### config.mk
export PLATFORM = sky130hd
export DESIGN_NAME = main_memory_icb_bridge
export DESIGN_NICKNAME = d
export VERILOG_FILES = /design/src/rtl/main_memory_icb_bridge.sv
export SDC_FILE = /design/constraint.sdc
export NUM_CORES = 1
export LEC_CHECK = 0
export ABC_AREA = 0
export BUFFER_PORTS_ARGS = -buffer_cell sky130_fd_sc_hd__buf_2
export CAP_MARGIN = 5
export CORE_AREA = 2 2 262 264
export CTS_BUF_LIST = sky130_fd_sc_hd__clkbuf_8
export CTS_CLUSTER_SIZE = 30
export DETAILED_ROUTE_END_ITERATION = 8
export DIE_AREA = 0 0 264 266
export GPL_ROUTABILITY_DRIVEN = 0
export MAX_ROUTING_LAYER = met4
export SYNTH_ARGS = -nofsm -noshare
export SYNTH_HDL_FRONTEND = slang
export SYNTH_SLANG_ARGS = --single-unit
### constraint.sdc
create_clock -name clk -period 3.1 [get_ports clk]
set_input_delay 0.62 -clock clk [delete_from_list [all_inputs] [get_ports clk]]
set_output_delay 0.62 -clock clk [all_outputs]
set_load 0.1 [all_outputs]
### src/rtl/main_memory_icb_bridge.sv
// Cache line port to narrow ICB bridge: splits each line into beats with a
// bounded outstanding window. Macro MAIN_MEMORY_ICB_BRIDGE_CWF_EN: wrap-order reads.
module main_memory_icb_bridge #(
  parameter int          ADDR_W    = 24,
  parameter int          LINE_DW   = 256,
  parameter int          BEAT_DW   = 32,
  parameter logic [31:0] BASE_ADDR = 32'h2000_0000,
  parameter int          MAX_OUTST = 2
) (
  input  logic                   clk,
  input  logic                   rst_n,
  input  logic                   mem_cmd_valid,
  output logic                   mem_cmd_ready,
  input  logic                   mem_cmd_read,
  input  logic [ADDR_W-1:0]      mem_cmd_addr,
  input  logic [LINE_DW-1:0]     mem_cmd_wdata,
  input  logic [LINE_DW/8-1:0]   mem_cmd_wmask,
  output logic                   mem_rsp_valid,
  input  logic                   mem_rsp_ready,
  output logic [LINE_DW-1:0]     mem_rsp_rdata,
  output logic                   mem_rsp_err,
  output logic                   icb_cmd_valid,
  input  logic                   icb_cmd_ready,
  output logic [31:0]            icb_cmd_addr,
  output logic                   icb_cmd_read,
  output logic [BEAT_DW-1:0]     icb_cmd_wdata,
  output logic [BEAT_DW/8-1:0]   icb_cmd_wmask,
  input  logic                   icb_rsp_valid,
  output logic                   icb_rsp_ready,
  input  logic [BEAT_DW-1:0]     icb_rsp_rdata,
  input  logic                   icb_rsp_err,
  output logic                   busy
);

  localparam int BEATS = LINE_DW / BEAT_DW;
  localparam int BI_W  = $clog2(BEATS);
  localparam int BB    = BEAT_DW / 8;
  localparam int MW    = BEAT_DW / 8;
  localparam int OFF   = $clog2(BB);
  localparam int LSB   = OFF + BI_W;
  localparam int CW    = BI_W + 1;

  localparam logic [CW-1:0] BEATS_C = CW'(BEATS);
  localparam logic [CW-1:0] LAST_C  = CW'(BEATS - 1);
  localparam logic [2:0]    MAXO_C  = 3'(MAX_OUTST);

  typedef enum logic [1:0] {
    IDLE = 2'd0,
    XFER = 2'd1,
    RESP = 2'd2
  } state_t;

  state_t state_q, state_d;

  logic                 rd_q;
  logic [ADDR_W-1:0]    addr_q;
  logic [LINE_DW-1:0]   wdata_q;
  logic [LINE_DW/8-1:0] wmask_q;
  logic [CW-1:0]        iss_cnt;
  logic [CW-1:0]        rsp_cnt;
  logic [2:0]           outst;
  logic [LINE_DW-1:0]   rdata_q;
  logic                 err_q;

  logic                 cmd_hs;
  logic                 rsp_hs;
  logic [BI_W-1:0]      idx;
  logic [BI_W-1:0]      ridx;
  logic [ADDR_W-1:0]    line_base;
  logic                 unused_lo;

  assign cmd_hs    = icb_cmd_valid & icb_cmd_ready;
  assign rsp_hs    = icb_rsp_valid & icb_rsp_ready;
  assign line_base = {addr_q[ADDR_W-1:LSB], {LSB{1'b0}}};
  assign unused_lo = ^addr_q[LSB-1:0];

`ifdef MAIN_MEMORY_ICB_BRIDGE_CWF_EN
  logic [BI_W-1:0] start;
  assign start = addr_q[LSB-1:OFF];
  assign idx   = rd_q ? start + iss_cnt[BI_W-1:0]
                      : iss_cnt[BI_W-1:0];
  assign ridx  = rd_q ? start + rsp_cnt[BI_W-1:0]
                      : rsp_cnt[BI_W-1:0];
`else
  assign idx  = iss_cnt[BI_W-1:0];
  assign ridx = rsp_cnt[BI_W-1:0];
`endif

  // Beat command fields are taken from the latched line at slice idx
  assign icb_cmd_addr  = BASE_ADDR + 32'(line_base)
                       + 32'(idx) * 32'(BB);
  assign icb_cmd_read  = rd_q;
  assign icb_cmd_wdata = wdata_q[idx*BEAT_DW +: BEAT_DW];
  assign icb_cmd_wmask = rd_q ? {MW{1'b1}}
                              : wmask_q[idx*MW +: MW];
  assign mem_rsp_rdata = rdata_q;
  assign mem_rsp_err   = err_q;

  // State register
  always_ff @(posedge clk) begin
    if (!rst_n) state_q <= IDLE;
    else        state_q <= state_d;
  end

  // Next-state logic
  always_comb begin
    state_d = state_q;
    unique case (state_q)
      IDLE: if (mem_cmd_valid) state_d = XFER;
      XFER: if (rsp_hs && rsp_cnt == LAST_C) state_d = RESP;
      RESP: if (mem_rsp_ready) state_d = IDLE;
      default: state_d = IDLE;
    endcase
  end

  // Handshake outputs decoded from the state
  always_comb begin
    mem_cmd_ready = 1'b0;
    icb_cmd_valid = 1'b0;
    icb_rsp_ready = 1'b0;
    mem_rsp_valid = 1'b0;
    busy          = 1'b1;
    unique case (state_q)
      IDLE: begin
        mem_cmd_ready = 1'b1;
        busy          = 1'b0;
      end
      XFER: begin
        icb_cmd_valid = (iss_cnt < BEATS_C) && (outst < MAXO_C);
        icb_rsp_ready = 1'b1;
      end
      RESP: mem_rsp_valid = 1'b1;
      default: busy = 1'b0;
    endcase
  end

  // Request latch, beat counters, outstanding window and line assembly
  always_ff @(posedge clk) begin
    if (!rst_n) begin
      rd_q    <= 1'b0;
      addr_q  <= '0;
      wdata_q <= '0;
      wmask_q <= '0;
      iss_cnt <= '0;
      rsp_cnt <= '0;
      outst   <= '0;
      rdata_q <= '0;
      err_q   <= 1'b0;
    end else if (state_q == IDLE) begin
      if (mem_cmd_valid) begin
        rd_q    <= mem_cmd_read;
        addr_q  <= mem_cmd_addr;
        wdata_q <= mem_cmd_wdata;
        wmask_q <= mem_cmd_wmask;
        iss_cnt <= '0;
        rsp_cnt <= '0;
        outst   <= '0;
        err_q   <= 1'b0;
      end
    end else if (state_q == XFER) begin
      if (cmd_hs) iss_cnt <= iss_cnt + CW'(1);
      if (rsp_hs) begin
        rsp_cnt <= rsp_cnt + CW'(1);
        err_q   <= err_q | icb_rsp_err;
        if (rd_q) rdata_q[ridx*BEAT_DW +: BEAT_DW] <= icb_rsp_rdata;
      end
      unique case ({cmd_hs, rsp_hs})
        2'b10:   outst <= outst + 3'd1;
        2'b01:   outst <= outst - 3'd1;
        default: outst <= outst;
      endcase
    end
  end

endmodule

==> results of run 1 <==
==> synth_stat cells (all sizes together) <==
cell type / instances / area share
dfxtp: 578 / 0.48
nand3: 176 / 0.037
nand4bb: 1 / 0.00047
a41oi: 2 / 0.00073
a22oi: 1 / 0.00031
a21boi: 458 / 0.14
nand3b: 2 / 0.00063
nand2b: 7 / 0.0018
inv: 8 / 0.0013
and2: 2 / 0.00052
nand4b: 2 / 0.00073
a21oi: 2 / 0.00042
nor4: 2 / 0.0018
mux2: 32 / 0.015
a222oi: 1 / 0.00042
or3b: 1 / 0.00037
nor2: 13 / 0.0020
buf: 78 / 0.018
mux2i: 3 / 0.0013
and3: 2 / 0.00052
o22ai: 1 / 0.00026
xor2: 2 / 0.00073
xnor2: 1 / 0.00037
o21ai: 104 / 0.022
or3: 4 / 0.0010
o211ai: 2 / 0.00063
ha: 8 / 0.0042
nor4b: 2 / 0.0014
nand2: 975 / 0.15
mux4: 72 / 0.068
nor2b: 8 / 0.0021
nand4: 1 / 0.00026
o21a: 1 / 0.00031
fa: 1 / 0.00084
conb: 2 / 0.00031
nor4bb: 1 / 0.00042
a211o: 4 / 0.0015
nor3b: 2 / 0.00063
nor3: 5 / 0.0015
or4: 1 / 0.00031
and3b: 1 / 0.00037
clkbuf: 192 / 0.030
==> through the flow <==
stage,TNS (ns),hold WS (ns),std cells
after floorplan,0,0.440,2769
after global placement,0,0.436,4097
after detailed placement,0,0.440,4097
after CTS,-2.13,0.0803,4300
after global routing,-3.17,0.103,4325
final,-0.253,0.150,4326
==> per-layer routing <==
layer,vias to the layer above,GRT usage,part of all wire
met5,-,-,0
met4,0,0.0909,0.030
met3,155,0.0700,0.080
met2,796,0.409,0.48
met1,10200,0.300,0.41
li1,10400,-,-
==> worst max-delay path by stage <==
| stage | endpoint |
|---|---|
| after floorplan | icb_cmd_valid |
| after global placement | icb_cmd_wmask[2] |
| after detailed placement | icb_cmd_wdata[5] |
| after CTS | icb_cmd_wdata[6] |
| after global routing | icb_cmd_wdata[6] |
| final | icb_cmd_wdata[6] |
==> critical path, stage by stage, from the launching register on <==
cell,delay [ns]
dfxtp_4,0.40
buf_12,0.15
buf_12,0.13
buf_16,0.13
mux4_2,0.55
mux2_4,0.30
buf_12,0.17
==> flip-flops by register name, summed over array words and instances, names as in the netlist <==
register	count
mem_rsp_err	1
state_q	2
wmask_q	32
wdata_q	256
icb_cmd_read	1
rsp_cnt	4
outst	3
mem_rsp_rdata	256
addr_q	19
iss_cnt	4
==> report_power, final <==
group	total, mW	internal (mW)	switching [mW]
Combinational	5.59	1.77	3.83
Sequential	8.52	8.14	0.380
Clock	7.58	4.20	3.37
Total	21.7	14.1	7.58
==> cells by family (layout without fill, tap and decap cells) <==
group / after synthesis / count (layout)
xor+xnor: 3 / 3
mux: 107 / 107
fa+ha+maj: 9 / 9
flops: 578 / 578
buf+inv: 278 / 933
compound gates: 576 / 576
other cells: 2 / 30
simple gates: 1208 / 1208
==> final cells by class <==
class	instances	area (um2)	area share
well taps	882	1100	0.0355
flip-flops and latches	578	11600	0.372
clock inverters	49	304	0.00978
inverters	8	30.0	0.000966
clock buffers	140	1930	0.0620
diodes	20	50.0	0.00161
multi-input cells	1913	11400	0.365
repair buffers	736	4740	0.153
==> timing repair <==
item,in CTS,in global routing
buffers inserted,10,5
resized for setup,122,36
hold buffers,0,0
pin swaps,1,3
gates cloned,4,1
endpoints found under the setup margin,36,36
==> impl_metrics.toml, run 1 <==
[synthesis]
synth_compound_area_frac = 0.170
muxShareOfSynthArea = 0.0841
yosysSeqAreaShare = 0.484
synth_top_family_by_area = "simple AND/OR/NAND/NOR gates"
synth_fa_ha_area_frac = 0.00502
synthSimpleGateAreaFrac = 0.207
netlist_area_mm2 = 0.0239
synth_warnings = 0
ys_seq_elements = 578
ys_types = 48
syn_avg_cell_area_um2 = 8.67
syn_inst = 2761
synth_xor_area_frac = 0.00110

[grt]
antenna_found_initial = 22
grt_pass1_wl_mm = 132
grt-ovfl-total = 0
grt_util_all_layers = 0.252
grt_max_degree = 178
grt_pass1_vias = 20700

[worst_setup_path]
crit_required_ns = 2.48
crit_start = "iss_cnt[0]"
critPathKind = "register to output port"
worstPathMaxFanout = 6
worstPathArrival_ns = 2.55
r2r_cells = 6
r2r_setup_slack_ns = 0.59
endpoint_kind = "output port"
worstSetupStartpointType = "register"
worstReg2RegStart = "state_q[1]"
r2r-end = "mem_rsp_rdata[64]"

[sta]
postLayoutSetupSlackWorst_ns = -0.0701
relSlewSlack = 0.466
min_period_over_period = 1.02
rsz0062_at_grt = "true"
fin_crit_ns = 3.17
fmax_ghz = 0.315
skew_ns = 0.0389
worst_pin_slew_ns = 0.798
hold_violations = 0
setup_viol = 11
slew_viol_final = 0

[layout]
postLayoutCoreUtil = 0.459
layout-drive-gt1-share = 0.296
area_growth_pct = 29.9
mostFrequentLayoutCells = "nand2_1 (974), buf_2 (630), dfxtp_1 (575)"
layout.nets = 3700
n_fill_cell = 6683
final_common_cell = "nand2_1"
design_area_mm2 = 0.0311

[power]
powerDensity_mw_per_mm2 = 698
finalPower_mw = 21.7
peakVddDrop_mv = 0.459
p_leak_nw = 12.9

[die]
die_x_um = 264
coreArea_mm2 = 0.0677
initial_core_util = 0.353
row_count = 96
die_area_mm2 = 0.0702
die_h_um = 266
num_io_pins = 683

[placed_design]
placed_area_mm2 = 0.0279
dp_slack_ns = 0.459
post-dp-hpwl_mm = 62.4
port_buffers = 667

[drt]
antenna_left = 0
drt-total-wl_mm = 88.9
vias = 21500
wl_per_cell_um = 20.6
drt_first_pass_iters = 5
drtIter0Drc = 1759
viasPerCell = 4.97
drc = 0

[clock_network]
cts_made_buffers = 102
cts_root_buf = "clkbuf_8"
clock_latency_ns = 0.72
max-clock-path-buffers = 3
cts_tree = "yes"
clock_sink_count = 578
h-tree-depth = 3
cts.reportedPaths.clkPinSlew_ns = 0.06

[min_path]
hold_end = "wdata_q[44]"
min-delay-start = "mem_cmd_wdata[44]"
min_path_type = "input port to register"
hold_depth = 3

[status]
status = "finished, violations left"
violations = "negative setup slack"

[flow_run]
cap_violations = 0
Note: power is estimated with default switching activity, not from simulation.
==> inputs of run 2 (changes only) <==
ABC_AREA = 1   (was 0)
CORE_AREA = 2 2 268 270   (was 2 2 262 264)
DIE_AREA = 0 0 270 272   (was 0 0 264 266)
==> impl_metrics.toml, run 2 <==
[synthesis]
synth_top_area_frac = 0.491
async_reset_ff_frac = 0
yosysTopAreaCell = "dfxtp_1"
synth_compound_area_frac = 0.181
netlist_area_mm2 = 0.0236
yosysSeqAreaShare = 0.491
synth_top_family_by_area = "simple AND/OR/NAND/NOR gates"
muxShareOfSynthArea = 0
synth_warnings = 0
syn_inst = 3332
synth_common_cells = "nor2_1 (1122), o21ai_0 (632), dfxtp_1 (578)"
synth_fa_ha_area_frac = 0.00510
synth.area.top_cells = "dfxtp_1 (49%), nor2_1 (18%), o21ai_0 (13%)"
synth_xor_area_frac = 0.000744
ys_types = 28
syn_avg_cell_area_um2 = 7.07
synthSimpleGateAreaFrac = 0.261
yosysMostFrequentCell = "nor2_1"
synth-main-ff-cell = "dfxtp_1"
ys_seq_elements = 578
synth_edf_count = 0

[min_path]
hold_depth = 3
min_path_type = "input port to register"

[power]
p_comb_frac = 0.344
p_leak_nw = 14.3
finalPower_mw = 25.2
p_switching_mw = 10.1
p_sw_frac = 0.402
p_clk_frac = 0.293
powerDensity_mw_per_mm2 = 813
p_int_mw = 15.1
peakVddDrop_mv = 0.408
seqPwrFrac = 0.363

[worst_setup_path]
worstSetupStartpointType = "register"
r2r_cells = 9
worstPathArrival_ns = 2.39
worstPathMaxFanout = 34
critPathKind = "register to output port"
endpoint_kind = "output port"
crit_required_ns = 2.48

[drt]
drtIter0Drc = 1988
drc = 0
drt-total-wl_mm = 97.4
wl_met2_mm = 47.9
wl_per_cell_um = 19.7
routed-wl-met3_mm = 7.91
m1WireLength_mm = 38.0
highest_layer = "met4"
vias = 24600
drt_first_pass_iters = 6
antenna_left = 0
viasPerCell = 4.96

[clock_network]
cts_hold_buffers = 0
h-tree-depth = 3
cts_made_buffers = 101
cts_root_buf = "clkbuf_8"
cts_tree = "yes"
clock_sink_count = 578
max-clock-path-buffers = 3
clock_latency_ns = 0.73
cts.reportedPaths.clkPinSlew_ns = 0.06

[sta]
rsz0062_at_grt = "true"
skew_ns = 0.0360
worst_pin_slew_ns = 1.15
fin_tns_setup_ns = 0
hold_violations = 0
setup_viol = 0
slew_viol_final = 0
fin_crit_ns = 3.01
postLayoutSetupSlackWorst_ns = 0.0854
relSlewSlack = 0.233
min_period_over_period = 0.972
fmax_ghz = 0.332

[layout]
postLayoutCoreUtil = 0.438
multi_input_area_mm2 = 0.0109
n_fill_cell = 7379
area_growth_pct = 31.5
seq_area_mm2 = 0.0116
layout.nets = 4268
mostFrequentLayoutCells = "nor2_1 (1121), buf_2 (630), o21ai_0 (613)"
final_common_cell = "nor2_1"
layout-drive-gt1-share = 0.243

[die]
die_h_um = 272
coreArea_mm2 = 0.0708
die_area_mm2 = 0.0734
die_x_um = 270
row_count = 98
num_io_pins = 683
initial_core_util = 0.333

[placed_design]
dp_slack_ns = 0.440
post-dp-hpwl_mm = 66.5
port_buffers = 667

[status]
status = "finished, final reports clean"

[grt]
antenna_found_initial = 22
grt_max_degree = 160
grt_pass1_wl_mm = 142
grt-ovfl-total = 0
grt_pass1_vias = 22900
grt_util_all_layers = 0.260

[flow_run]
cap_violations = 0
## run 2: cell count changes in the layout (fill, tap and decap cells not counted), sizes merged, moves of 34 or more
cell,previous run,this run
nor2,13,1124
nand2,975,267
o21ai,104,637
a21boi,458,0
a21oi,2,171
nand3,176,91
mux4,72,0
inv,44,114
nor4,2,36
## run 2: cell families after synthesis
kind of cell               Yosys count
AOI/OAI and AO/OA                  841
adders and majority gates            9
xor gates and xnor gates             2
and+or+nand+nor                   1551
buffers and inverters              349
other                                2
DFF                                578
## run 2: final cells by class
class,instances,share of cell area
multi-input combinational,2413,0.352
antenna,20,0.00162
sequential,578,0.374
tap,950,0.0384
clock buffer,130,0.0578
inverter,74,0.00961
timing repair buffer,739,0.156
clock inverter,51,0.0109
## run 2: worst paths after layout
| path | startpoint | end | slack [ns] |
|---|---|---|---|
| setup / recovery | iss_cnt[0] | icb_cmd_wdata[16] | 0.09 |
| hold / removal | mem_cmd_addr[10] | addr_q[10] | 0.14 |
| setup reg to reg | rsp_cnt[1] | mem_rsp_rdata[112] | 0.39 |
| hold reg to reg | mem_rsp_err | mem_rsp_err | 0.45 |
## run 2: power groups by stage
stage | registers, mW | clock network (mW) | logic [mW]
2_1_floorplan | 9.79 | 0 | 5.42
3_3_place_gp | 9.25 | 0 | 8.49
3_5_place_dp | 9.28 | 0 | 8.55
4_1_cts | 9.13 | 7.53 | 8.69
5_1_grt | 9.25 | 7.86 | 9.40
6_report | 9.14 | 7.38 | 8.68
## run 2: critical path, stage by stage, from the launching register on
cell and delay (ns):
dfxtp_4 0.44, inv_12 0.09, buf_16 0.20, nand2_1 0.13
nand2_1 0.07, a21oi_1 0.46, a31oi_2 0.10, buf_12 0.20
## run 2: routing by layer
layer  global-route usage  vias to the layer above
met3               0.0673                      169
met4                0.108                        0
met1                0.293                    11500
li1                     -                    12000
met2                0.437                      910
met5                    -                        -
## run 2: metrics by stage
stage               hold slack, ns  instances  instance area [um2]
global route                 0.118       4953                31000
global placement             0.437       4744                28500
CTS                         0.0753       4934                30900
detailed placement           0.443       4744                28500
finish                       0.144       4955                31000
floorplan                    0.449       3340                23800
## run 2: repair_timing
action                                  in CTS  in global routing
hold endpoints to repair                     0                  0
gates resized for setup                     43                 15
setup buffers                                6                  1
endpoints found under the setup margin      36                 32
pin swaps                                    2                  1
gates cloned                                 3                  1
==> inputs of run 3 (changes only) <==
CELL_PAD_IN_SITES_DETAIL_PLACEMENT = 0   (was not set)
CELL_PAD_IN_SITES_GLOBAL_PLACEMENT = 1   (was not set)
CORE_AREA = not set   (was 2 2 268 270)
CORE_MARGIN = 2   (was not set)
CORE_UTILIZATION = 35   (was not set)
DIE_AREA = not set   (was 0 0 270 272)
PLACE_DENSITY_LB_ADDON = 0.1   (was not set)
==> impl_metrics.toml, run 3 (synthesized netlist as in run 2, its figures left out) <==
[status]
status = "finished, final reports clean"

[clock_network]
clock_sink_count = 578
max-clock-path-buffers = 3
cts_root_buf = "clkbuf_8"
cts_made_buffers = 105
h-tree-depth = 3
cts_tree = "yes"
cts.reportedPaths.clkPinSlew_ns = 0.06
clock_latency_ns = 0.72

[worst_setup_path]
critPathKind = "register to output port"
worstSetupStartpointType = "register"
worstPathArrival_ns = 2.41
crit_required_ns = 2.48
worstPathMaxFanout = 20
endpoint_kind = "output port"

[die]
coreArea_mm2 = 0.0669
row_count = 95
die_area_mm2 = 0.0694
num_io_pins = 683
initial_core_util = 0.352
die_h_um = 263
die_x_um = 263

[placed_design]
post-dp-hpwl_mm = 68.8
port_buffers = 667

[layout]
layout-drive-gt1-share = 0.239
n_fill_cell = 7152
final_common_cell = "nor2_1"
mostFrequentLayoutCells = "nor2_1 (1121), buf_2 (630), o21ai_0 (601)"
multi_input_area_mm2 = 0.0109
layout.nets = 4269
seq_area_mm2 = 0.0116
area_growth_pct = 29.9

[power]
p_comb_frac = 0.347
p_clk_frac = 0.281
p_sw_frac = 0.403
peakVddDrop_mv = 0.401
powerDensity_mw_per_mm2 = 805
seqPwrFrac = 0.372
p_leak_nw = 14.2
p_switching_mw = 9.92
p_int_mw = 14.7

[sta]
hold_slack_ns = 0.167
skew_ns = 0.0314
slew_viol_final = 0
hold_violations = 0
fin_crit_ns = 3.03
fin_tns_setup_ns = 0
relSlewSlack = 0.255
rsz0062_at_grt = "true"
worst_pin_slew_ns = 1.12
fmax_ghz = 0.330
setup_viol = 0
min_period_over_period = 0.978

[drt]
viasPerCell = 4.93
drt_first_pass_iters = 5
drc = 0
vias = 24100
wl_per_cell_um = 20.3
antenna_left = 0
drt-total-wl_mm = 99.2
drtIter0Drc = 1721

[min_path]
min_path_type = "input port to register"

[grt]
grt_util_all_layers = 0.284
grt_pass1_vias = 23100
grt-ovfl-total = 0
grt_pass1_wl_mm = 145
grt_max_degree = 158
antenna_found_initial = 26

[flow_run]
cap_violations = 0
-- run 3: changes by cell type in the layout (fill, tap and decap cells not counted), moves of 6 or more --
cell,before,now
buf_4,41,48
o21ai_1,16,35
o21ai_0,613,601
diode_2,20,26
o21ai_2,8,1
a21oi_1,161,152
a21oi_2,10,16
inv_1,94,107
-- run 3: worst paths after layout --
path,start,endpoint,slack [ns],depth (start not counted)
worst max-delay path,iss_cnt[0],icb_cmd_wdata[10],0.07,7
worst min register to register,mem_rsp_err,mem_rsp_err,0.45,2
worst max register to register,rsp_cnt[1],mem_rsp_rdata[234],0.49,8
worst min-delay path,icb_rsp_rdata[15],mem_rsp_rdata[175],0.17,3
-- run 3: per-stage QoR --
stage	power [mW]	worst slack (ns)	instance area [um2]	util	cells
2_1_floorplan	15.2	-0.000226	23800	-	3340
3_3_place_gp	17.7	0.404	28300	0.423	4664
3_5_place_dp	17.8	0.384	28300	0.423	4664
4_1_cts	24.9	-0.00174	30500	0.455	4851
5_1_grt	26.0	-0.00681	30600	0.457	4878
6_report	24.6	0.0677	30600	0.457	4881
-- run 3: repair_timing --
action | 4_1_cts | 5_1_grt
gates cloned | 2 | 1
resized for setup | 47 | 22
hold buffers | 0 | 0
hold endpoints to repair | 0 | 0
setup buffers | 4 | 4
pin swaps | 0 | 1
endpoints found under the setup margin | 36 | 34
-- run 3: worst max-delay path: stages, from the launching register on --
cell and delay [ns]:
dfxtp_4 0.47, clkinv_8 0.12, bufbuf_16 0.32, nand2_1 0.07
nand2_1 0.05, a21oi_2 0.37, a31oi_2 0.10, buf_12 0.21
-- run 3: layer usage --
layer  GRT usage  vias to the layer above  part of all wire
met1       0.310                    11200              0.39
li1            -                    12000                 -
met5           -                        -                 0
met4       0.120                        0             0.040
met3      0.0740                      183             0.068
met2       0.488                      693              0.50
-- run 3: power groups by stage --
stage / clock network [mW] / registers (mW) / logic, mW
6_report: 6.91 / 9.15 / 8.56
3_3_place_gp: 0 / 9.30 / 8.44
4_1_cts: 7.11 / 9.15 / 8.60
2_1_floorplan: 0 / 9.79 / 5.42
5_1_grt: 7.45 / 9.28 / 9.31
3_5_place_dp: 0 / 9.32 / 8.48
-- run 3: final cells by class --
class | count | share of cell area
diodes | 26 | 0.00213
flip-flops and latches | 578 | 0.378
inverters | 74 | 0.00982
repair inverters | 1 | 0.000286
clock inverters | 56 | 0.00847
multi-input cells | 2413 | 0.357
clock buffers | 125 | 0.0562
well taps | 873 | 0.0357
repair buffers | 735 | 0.152
